--- src/rtl/ir_sense_seq.sv ---
// Four-sensor IR reflectance sweep sequencer: lights each emitter, waits for it to
// settle, requests an A2D conversion on the matching channel and reports the result.
module ir_sense_seq #(
  parameter int SETTLE_CYC = 1024,
  parameter int CNV_TMO    = 255
) (
  input  logic        clk,
  input  logic        rst,
  input  logic        strt,
  input  logic [7:0]  duty_cfg,
  output logic [7:0]  ir_duty,
  output logic [3:0]  ir_en,
  output logic        cnv_req,
  output logic [1:0]  chnl,
  input  logic        cnv_done,
  input  logic [11:0] a2d_res,
  output logic [11:0] sens_val,
  output logic [1:0]  sens_idx,
  output logic        sens_vld,
  output logic        sweep_done,
  output logic        busy,
  output logic        tmo_err,
  output logic [2:0]  state_dbg
);

  localparam logic [2:0] S_IDLE   = 3'd0;
  localparam logic [2:0] S_SETTLE = 3'd1;
  localparam logic [2:0] S_REQ    = 3'd2;
  localparam logic [2:0] S_WAIT   = 3'd3;
  localparam logic [2:0] S_STORE  = 3'd4;

  localparam logic [15:0] SETTLE_LAST = 16'(SETTLE_CYC - 1);
  localparam logic [15:0] TMO_LAST    = 16'(CNV_TMO - 1);

  logic [2:0]  state;
  logic [1:0]  idx;
  logic [15:0] settle_cnt;
  logic [15:0] tmo_cnt;
  logic [7:0]  duty_q;

  // Handshake: cnv_req is a one-cycle request; cnv_done is a one-cycle strobe that is
  // only honoured in WAIT, where a2d_res is captured in the same cycle.
  always_ff @(posedge clk) begin
    if (rst) begin
      state      <= S_IDLE;
      idx        <= 2'd0;
      settle_cnt <= 16'd0;
      tmo_cnt    <= 16'd0;
      duty_q     <= 8'd0;
      sens_val   <= 12'd0;
      sens_idx   <= 2'd0;
      tmo_err    <= 1'b0;
    end else begin
      case (state)
        S_IDLE: begin
          if (strt) begin
            state      <= S_SETTLE;
            duty_q     <= duty_cfg;
            idx        <= 2'd0;
            tmo_err    <= 1'b0;
            settle_cnt <= 16'd0;
          end
        end
        S_SETTLE: begin
          if (settle_cnt == SETTLE_LAST) begin
            state      <= S_REQ;
            settle_cnt <= 16'd0;
          end else begin
            settle_cnt <= settle_cnt + 16'd1;
          end
        end
        S_REQ: begin
          state   <= S_WAIT;
          tmo_cnt <= 16'd0;
        end
        S_WAIT: begin
          // A strobe landing on the last allowed cycle still counts as a good result.
          if (cnv_done) begin
            sens_val <= a2d_res;
            sens_idx <= idx;
            state    <= S_STORE;
          end else if (tmo_cnt == TMO_LAST) begin
            sens_val <= 12'hFFF;
            sens_idx <= idx;
            tmo_err  <= 1'b1;
            state    <= S_STORE;
          end else begin
            tmo_cnt <= tmo_cnt + 16'd1;
          end
        end
        S_STORE: begin
          if (idx == 2'd3) begin
            state <= S_IDLE;
          end else begin
            idx        <= idx + 2'd1;
            settle_cnt <= 16'd0;
            state      <= S_SETTLE;
          end
        end
        default: state <= S_IDLE;
      endcase
    end
  end

  always_comb begin
    ir_en = 4'd0;
    if (state == S_SETTLE || state == S_REQ || state == S_WAIT)
      ir_en = 4'd1 << idx;
  end

  assign ir_duty    = (state == S_IDLE) ? 8'd0 : duty_q;
  assign cnv_req    = (state == S_REQ);
  assign chnl       = idx;
  assign sens_vld   = (state == S_STORE);
  assign sweep_done = (state == S_STORE) && (idx == 2'd3);
  assign busy       = (state != S_IDLE);
  assign state_dbg  = state;

endmodule

--- config.mk ---
export PLATFORM = sky130hd
export DESIGN_NAME = ir_sense_seq
export DESIGN_NICKNAME = d
export VERILOG_FILES = /design/src/rtl/ir_sense_seq.sv
export SDC_FILE = /design/constraint.sdc
export NUM_CORES = 1
export LEC_CHECK = 0
export CORE_MARGIN = 2
export CORE_UTILIZATION = 40
export CTS_BUF_LIST = sky130_fd_sc_hd__clkbuf_2
export DETAILED_ROUTE_END_ITERATION = 10
export GPL_ROUTABILITY_DRIVEN = 0
export SLEW_MARGIN = 0
export SYNTH_ARGS = -nofsm -noshare
export SYNTH_HDL_FRONTEND = slang
export SYNTH_SLANG_ARGS = --single-unit
--- constraint.sdc ---
create_clock -name clk -period 2.2 [get_ports clk]
set_input_delay 0.22 -clock clk [delete_from_list [all_inputs] [get_ports clk]]
set_output_delay 0.22 -clock clk [all_outputs]
set_load 0.03 [all_outputs]
==> qor.yml, run 1 <==
status:
  status: "completed"
setup_path:
  worstPathRequired_ps: 1980
  slowest_delay_ps: 680
  crit_path_cell_trace: "buf_4 -> clkdlybuf4s50_1"
  cp-end-kind: "primary output"
  arrival_ps: 1850
  crit_fanout: 9
  cp_slowest_cell: "clkdlybuf4s50_1"
  path_class: "reg2out"
  cp-start-kind: "flop"
drt:
  viasPerCell: 5.458
  drtIter0Drc: 105
  wl_per_cell_um: 14.46
  drtAntennaViolNets: 0
  drc: 0
  routed_wirelength_mm: 7.837
  dr.pass1.iters: 4
  vias: 2958
floorplan:
  num_rows: 32
  start_util: 0.4095
  core-area_um2: 7647
  die_w_um: 92.49
  fp.dieArea_um2: 8553
  num_io_pins: 60
  die_height_um: 92.49
synth:
  synth_ff_type: "dfxtp_1"
  syn_area_um2: 3132
  netlist.area_leader.share: 0.3835
  synth.most_common_cell: "dfxtp_1"
  yosys_warnings: 0
  ys_ff_latch: 60
  avgSynthCellArea_um2: 8.329
  synthesis.nets: 407
  yosys-top-cells-area: "dfxtp_1 38%, nand2_1 4.9%, a21oi_1 4.5%, a211oi_1 4.3%, and2_1 3.4%"
  async_reset_ff_frac: 0
  synth-seq-area-share: 0.3835
  synth_edf_count: 0
  yosysUniqueCellTypes: 61
  synthTopCellsByCount: "60 x dfxtp_1, 41 x nand2_1, 28 x a21oi_1, 26 x nor2_1, 19 x inv_1"
  synthCells: 376
  yosysTopAreaCell: "dfxtp_1"
place:
  placed_cell_area_um2: 3804
  io_buffers: 59
  hpwlAfterDp_mm: 5.432
sta:
  grt_setup_unrepaired: "false"
  final_hold_viol_count: 0
  relSlewSlack: 0.6259
  maxSlewViolCount: 0
  worst_pin_slew_ps: 557.7
  fin_skew_ps: 26.45
  fin_crit_sh: 0.9388
  layout_min_cycle_time_ps: 2065
  hold_ws_ps: 185.9
  tns_ps: 0
  fmax_ghz: 0.4842
  setup_violations: 0
clock_network:
  h-tree-depth: 3
  cts.sinks: 60
  root_buffer: "clkbuf_2"
  clock_latency_ps: 490
  clockBufferDepth: 2
  cts_hold_buf: 0
  post_cts_buffers: 0
  cts-buffers-inserted: 9
  cts_tree: "done"
  clk_pin_slew_ps: 200
power:
  swShare: 0.2473
  combPwrFrac: 0.085
  p_int_w: 0.001671
  switchingPower_w: 0.0005490
  peakVddDrop_mv: 0.3553
  p_clk_frac: 0.413
  leakage_nw: 1.386
  power_density_nw_per_um2: 560.7
  p_seq_frac: 0.502
final_layout:
  insertedDiodeCount: 0
  final_area_um2: 3959
  fin_nets: 466
  drive_gt1_frac: 0.1182
  area_growth_pct: 26.41
  multiInputGateArea_um2: 1764
  num-fill-cells: 752
  seq_area_um2: 1210
worst_hold_path:
  min_path_type: "in2reg"
grt:
  gr-total-overflow: 0
  track_usage: 0.1900
  grt_pass1_vias: 2710
  grt_start_max_net_pins: 28
  grt_first_pass_wirelength_mm: 13.14
  antenna_found_initial: 0
run:
  maxCapViolations: 0
==> worst max-delay path: cells and delay by family, from the launching register on <==
| family | cells | cell delay [ps] |
|---|---|---|
| flops | 1 | 490 |
| buf+inv | 2 | 870 |
==> layout by cell type (no fill, tap or decap), types with 4 or more instances in the layout <==
| cell | instances |
|---|---|
| a211oi_1 | 18 |
| a21oi_1 | 28 |
| a31oi_1 | 7 |
| and2_1 | 17 |
| and3_1 | 4 |
| and4_1 | 4 |
| buf_4 | 9 |
| clkbuf_2 | 13 |
| clkdlybuf4s50_1 | 42 |
| dfxtp_1 | 57 |
| dlygate4sd2_1 | 11 |
| ha_1 | 6 |
| inv_1 | 19 |
| mux2i_1 | 4 |
| nand2_1 | 41 |
| nand2b_1 | 7 |
| nand3_1 | 10 |
| nand4_1 | 9 |
| nor2_1 | 26 |
| nor3_1 | 4 |
| nor4_1 | 4 |
| o21ai_0 | 7 |
| o31ai_1 | 12 |
| or3_1 | 5 |
| or4_1 | 12 |
==> per-layer routing <==
metal | share of wire | vias to the layer above | wire length [µm] | track usage
li1 | - | 1501 | - | -
met4 | 0.0077 | 0 | 60 | 0.07090
met5 | 0 | - | 0 | 0
met3 | 0.034 | 7 | 269 | 0.03987
met2 | 0.49 | 42 | 3854 | 0.3163
met1 | 0.47 | 1408 | 3652 | 0.2417
==> registers in the layout, indices dropped and copies added, names as in the netlist <==
name,count
tmo_err,1
chnl,2
sens_idx,2
state_dbg,3
sens_val,12
tmo_cnt,16
duty_q,8
settle_cnt,16
==> timing repair <==
item	in CTS	in global routing
gates resized for setup	20	13
setup endpoints to repair	16	17
pin swaps	0	0
cloned	0	0
==> power groups by stage <==
| stage | sequential (W) | clock, W | combinational, W |
|---|---|---|---|
| after floorplan | 0.00113 | 0 | 0.000107 |
| after global placement | 0.00114 | 0 | 0.000192 |
| after detailed placement | 0.00114 | 0 | 0.000193 |
| after CTS | 0.00111 | 0.000947 | 0.000190 |
| after global routing | 0.00112 | 0.000991 | 0.000208 |
| final | 0.00111 | 0.000917 | 0.000189 |
==> cell families after synthesis <==
group	Yosys count	synth area share
simple gates	168	0.3096
xor+xnor	3	0.008391
fa+ha+maj	7	0.02797
buf+inv	40	0.05872
flops	60	0.3835
compound gates	93	0.1954
mux	5	0.01638
==> per-stage QoR <==
step                        util  std cells  setup WS, ps  total power (W)
after floorplan                -        376         308.8         0.001241
after global placement    0.4974        526         134.3         0.001328
after detailed placement  0.4974        526         97.06         0.001329
after CTS                 0.5173        542         30.58         0.002252
after global routing      0.5177        542         6.771         0.002315
final                     0.5177        542         134.6         0.002220
==> final cells by class <==
class / count / area share
Multi-Input combinational cell: 276 / 0.4456
Timing Repair Buffer: 68 / 0.1571
Clock buffer: 9 / 0.01138
Sequential cell: 60 / 0.3056
Inverter: 20 / 0.01896
Tap cell: 102 / 0.03224
Clock inverter: 7 / 0.02908
==> final timing paths <==
kind	from	end	slack (ps)	depth (start not counted)
max	state_dbg[2]	state_dbg[2]	130	2
min	rst	chnl[1]	190	2
max reg2reg	chnl[0]	settle_cnt[13]	190	6
min reg2reg	duty_q[5]	duty_q[5]	460	2
Note: power is estimated with default switching activity, not from simulation.
==> inputs of run 2 (changes only) <==
Settings changed: MAX_ROUTING_LAYER set to met4.
Clock period 2.2 ns to 2.1 ns, I/O delays scaled along.
==> qor.yml, run 2 (synthesized netlist as in run 1, its figures left out) <==
status:
  status: "completed"  # unchanged
setup_path:
  slowest_delay_ps: 530  # was 680 ps
  reg2regPathDepth: 5  # was 6
  path_delay_family: "simple AND/OR/NAND/NOR gates"  # was buffers and inverters
  cp_slowest_cell: "or4_1"  # was clkdlybuf4s50_1
  cp-startpoint: "settle_cnt[1]"  # was state_dbg[2]
  cp-start-kind: "flop"  # unchanged
  path_depth: 5  # was 2
  crit_path_cell_trace: "ha_1 -> and3_1 -> nand4_1 -> or4_1 -> a211oi_1"  # was buf_4 -> clkdlybuf4s50_1
  crit_end: "settle_cnt[14]"  # was state_dbg[2]
  worstPathRequired_ps: 2500  # was 1980 ps
  crit_fanout: 6  # was 9
  r2r_slack_ps: 120  # was 190 ps
  r2r-start: "settle_cnt[1]"  # was chnl[0]
  worst-path-buf-inv: 0  # was 2
  cp-end-kind: "flop"  # was primary output
  path_class: "reg2reg"  # was reg2out
  arrival_ps: 2380  # was 1850 ps
  rr_endpoint: "settle_cnt[14]"  # was settle_cnt[13]
power:
  power_density_nw_per_um2: 525.7  # was 560.7 nW/µm²
  p_seq_frac: 0.560  # was 0.502
  swShare: 0.2754  # was 0.2473
  peakVddDrop_mv: 0.2919  # was 0.3553 mV
  leakage_nw: 1.371  # was 1.386 nW
  p_clk_frac: 0.344  # was 0.413
  switchingPower_w: 0.0005734  # was 0.0005490 W
  combPwrFrac: 0.096  # was 0.085
  p_int_w: 0.001508  # was 0.001671 W
  power_w: 0.002082  # was 0.002220 W
drt:
  dr.pass1.iters: 4  # unchanged
  viasPerCell: 5.449  # was 5.458
  wl_per_cell_um: 14.32  # was 14.46 µm
  drtAntennaViolNets: 0  # unchanged
  drtIter0Drc: 122  # was 105
  routed_wirelength_mm: 7.875  # was 7.837 mm
  drc: 0  # unchanged
  vias: 2997  # was 2,958
final_layout:
  final_common_cell: "dfxtp_1"  # unchanged
  area_growth_pct: 26.45  # was 26.41%
  post-route-util: 0.5178  # was 0.5177
  insertedDiodeCount: 0  # unchanged
  reg_top3: "settle_cnt: 16 flops, tmo_cnt: 16 flops, sens_val: 12 flops"  # unchanged
  drive_gt1_frac: 0.1607  # was 0.1182
  fin_nets: 474  # was 466
  final_cell_mix: "54 x dfxtp_1, 42 x clkdlybuf4s50_1, 41 x nand2_1, 27 x a21oi_1, 26 x nor2_1"  # was 57 x dfxtp_1, 42 x clkdlybuf4s50_1, 41 x nand2_1, 28 x a21oi_1, 26 x nor2_1
clock_network:
  h-tree-depth: 3  # unchanged
  root_buffer: "clkbuf_2"  # unchanged
  clock_latency_ps: 480  # was 490 ps
  clk_pin_slew_ps: 180  # was 200 ps
  clockBufferDepth: 2  # unchanged
  cts_hold_buf: 0  # unchanged
  cts-buffers-inserted: 9  # unchanged
  cts_tree: "done"  # unchanged
  cts.sinks: 60  # unchanged
sta:
  fin_crit_sh: 0.9409
  fin_skew_ps: 28.41  # was 26.45 ps
  maxSlewViolCount: 0  # unchanged
  worst_pin_slew_ps: 573.7  # was 557.7 ps
  relSlewSlack: 0.6175  # was 0.6259
  fmax_ghz: 0.5061
  hold_ws_ps: 194.0  # was 185.9 ps
  setup_violations: 0  # unchanged
  layout_min_cycle_time_ps: 1976
  final_hold_viol_count: 0  # unchanged
place:
  io_buffers: 59  # unchanged
  hpwlAfterDp_mm: 5.585  # was 5.432 mm
grt:
  grt_first_pass_wirelength_mm: 13.11  # was 13.14 mm
  grt_pass1_vias: 2740  # was 2,710
  grt_start_max_net_pins: 31  # was 28
  gr-total-overflow: 0  # unchanged
  track_usage: 0.1947  # was 0.1900
  antenna_found_initial: 0  # unchanged
floorplan:
  start_util: 0.4095  # unchanged
  die_height_um: 92.49  # unchanged
  core-area_um2: 7647  # unchanged
  num_rows: 32  # unchanged
  die_w_um: 92.49  # unchanged
  num_io_pins: 60  # unchanged
  fp.dieArea_um2: 8553  # unchanged
run:
  maxCapViolations: 0  # unchanged
worst_hold_path:
  min_path_type: "in2reg"  # unchanged
## run 2: worst min-delay path by stage
stage	start	endpoint	slack (ps)	cells past startpoint
finish	rst	settle_cnt[1]	190	2
global placement	duty_q[4]	duty_q[4]	440	2
floorplan	duty_cfg[0]	duty_q[0]	350	2
global route	rst	settle_cnt[1]	190	2
detailed placement	sens_val[8]	sens_val[8]	440	2
CTS	rst	settle_cnt[1]	150	2
## run 2: cell type report
| type | instances | area (µm²) |
|---|---|---|
| clock inverters | 7 | 67.56 |
| flip-flops and latches | 60 | 1216 |
| well taps | 102 | 127.6 |
| fillers | 770 | 3687 |
| inverters | 20 | 75.07 |
| multi-input cells | 276 | 1780 |
| repair buffers | 76 | 648.1 |
| clock buffers | 9 | 45.04 |
## run 2: metal layers
metal,global-route usage,wire (µm),vias up
li1,-,-,1516
met1,0.2331,3474,1429
met2,0.3291,4070,46
met3,0.05126,256,6
met4,0.04478,74,0
met5,-,0,-
## run 2: repair_timing
item	in CTS	in global routing
endpoints found under the setup margin	19	33
hold endpoints to repair	0	0
pin swaps	0	3
resized for setup	22	34
buffers inserted	0	4
## run 2: power by group through the flow
stage	registers, W	clock network, W	logic, W
after floorplan	0.00119	0	0.000112
after global placement	0.00119	0	0.000202
after detailed placement	0.00119	0	0.000203
after CTS	0.00117	0.000750	0.000199
after global routing	0.00117	0.000792	0.000218
final	0.00117	0.000716	0.000200
## run 2: per-stage QoR
step	cell area, µm²	worst slack (ps)	TNS [ps]	std cells
floorplan	3132	208.8	0	376
global placement	3834	100.6	0	530
detailed placement	3834	17.09	0	530
CTS	3940	12.93	0	546
global route	3960	-2.089	-2.089	550
finish	3960	124.2	0	550
==> inputs of run 3 (changes only) <==
Settings changed: SKIP_CTS_REPAIR_TIMING set to 1.
==> qor.yml, run 3 (synthesized netlist as in run 1, its figures left out) <==
status:
  status: "completed"  # unchanged
clock_network:
  cts-buffers-inserted: 9  # unchanged
  clockBufferDepth: 2  # unchanged
  cts_tree: "done"  # unchanged
  cts.sinks: 60  # unchanged
  h-tree-depth: 3  # unchanged
  root_buffer: "clkbuf_2"  # unchanged
  clk_pin_slew_ps: 190  # was 180 ps
  clock_latency_ps: 490  # was 480 ps
final_layout:
  drive_gt1_frac: 0.1339  # was 0.1607
  fin_nets: 474  # unchanged
  area_growth_pct: 29.80  # was 26.45%
  final_common_cell: "dfxtp_1"  # unchanged
  final_area_um2: 4065  # was 3960 µm²
  num-fill-cells: 755  # was 770
  insertedDiodeCount: 0  # unchanged
  final_cell_mix: "54 x dfxtp_1, 41 x nand2_1, 41 x clkdlybuf4s50_1, 27 x a21oi_1, 26 x nor2_1"  # was 54 x dfxtp_1, 42 x clkdlybuf4s50_1, 41 x nand2_1, 27 x a21oi_1, 26 x nor2_1
  post-route-util: 0.5316  # was 0.5178
  reg_top3: "settle_cnt: 16 flops, tmo_cnt: 16 flops, sens_val: 12 flops"  # unchanged
  seq_area_um2: 1214  # was 1216 µm²
  multiInputGateArea_um2: 1780  # unchanged
floorplan:
  num_io_pins: 60  # unchanged
  die_w_um: 92.49  # unchanged
  core-area_um2: 7647  # unchanged
  num_rows: 32  # unchanged
  fp.dieArea_um2: 8553  # unchanged
  die_height_um: 92.49  # unchanged
  start_util: 0.4095  # unchanged
sta:
  setup_violations: 0  # unchanged
  final_hold_viol_count: 0  # unchanged
  fmax_ghz: 0.5066  # was 0.5061 GHz
  worst_pin_slew_ps: 563.1  # was 573.7 ps
  fin_crit_sh: 0.9400  # was 0.9409
  fin_skew_ps: 28.48  # was 28.41 ps
  relSlewSlack: 0.6246  # was 0.6175
  layout_min_cycle_time_ps: 1974  # was 1976 ps
  maxSlewViolCount: 0  # unchanged
setup_path:
  path_class: "reg2reg"  # unchanged
  reg2regPathDepth: 5  # unchanged
  worstPathRequired_ps: 2510  # was 2500 ps
  cp-start-kind: "flop"  # unchanged
  crit_fanout: 6  # unchanged
  cp-end-kind: "flop"  # unchanged
  arrival_ps: 2380  # about the same
grt:
  met1_usage: 0.2321  # was 0.2331
  grt_use_met2: 0.3266  # was 0.3291
  track_usage: 0.1936  # was 0.1947
  gr-total-overflow: 0  # unchanged
  grt_first_pass_wirelength_mm: 13.04  # was 13.11 mm
  met3_usage: 0.05126  # unchanged
  grt_pass1_vias: 2737  # was 2,740
  grt_busiest_layer: "met2"  # unchanged
  grt_start_max_net_pins: 31  # unchanged
  antenna_found_initial: 0  # unchanged
drt:
  routed_wirelength_mm: 7.889  # was 7.875 mm
  drtIter0Drc: 97  # was 122
  drc: 0  # unchanged
  wl_per_cell_um: 14.34  # was 14.32 µm
  drtAntennaViolNets: 0  # unchanged
  viasPerCell: 5.376  # was 5.449
  vias: 2957  # was 2,997
  dr.pass1.iters: 4  # unchanged
power:
  peakVddDrop_mv: 0.2957  # was 0.2919 mV
  power_density_nw_per_um2: 516.3  # was 525.7 nW/µm²
  leakage_nw: 1.642  # was 1.371 nW
  power_w: 0.002099  # was 0.002082 W
place:
  hpwlAfterDp_mm: 5.585  # unchanged
  placed_cell_area_um2: 3834  # unchanged
  io_buffers: 59  # unchanged
run:
  maxCapViolations: 0  # unchanged
worst_hold_path:
  hold_depth: 2  # unchanged
  min_path_type: "in2reg"  # unchanged
==> run 3: routing by layer <==
layer  share of wire  vias to the layer above
li1                -                     1514
met1            0.45                     1403
met2            0.51                       33
met3           0.029                        7
met4           0.011                        0
met5               0                        -
==> run 3: final timing paths <==
check | startpoint | end | slack (ps)
max | settle_cnt[1] | settle_cnt[14] | 130
min | rst | settle_cnt[1] | 180
max reg2reg | settle_cnt[1] | settle_cnt[14] | 130
min reg2reg | duty_q[3] | duty_q[3] | 460
==> run 3: power by group <==
part	internal (W)	switching [W]	total (W)
logic	0.0000999	0.000112	0.000212
registers	0.00115	0.0000138	0.00117
clock network	0.000268	0.000452	0.000720
total	0.00152	0.000578	0.00210
==> run 3: metrics by stage <==
step           std cells  TNS, ps  worst slack [ps]  hold WS [ps]
6_report             550        0             125.9         177.9
5_1_grt              550   -2.089            -2.089         192.1
4_1_cts              546    -5770            -411.2         147.2
3_5_place_dp         530        0             17.09         443.3
3_3_place_gp         530        0             100.6         437.6
2_1_floorplan        376        0             208.8         346.0
==> run 3: layout make-up <==
type | count | share of cell area
Sequential cell | 60 | 0.2986
Clock inverter | 7 | 0.01662
Multi-Input combinational cell | 276 | 0.4380
Tap cell | 102 | 0.03139
Clock buffer | 9 | 0.01108
Timing Repair Buffer | 76 | 0.1859
Inverter | 20 | 0.01847
==> run 3: critical path, stage by stage, from the launching register on <==
cell      delay, ps
dfxtp_1         410
ha_1            220
and3_1          260
nand4_1         250
or4_1           530
a211oi_1        220
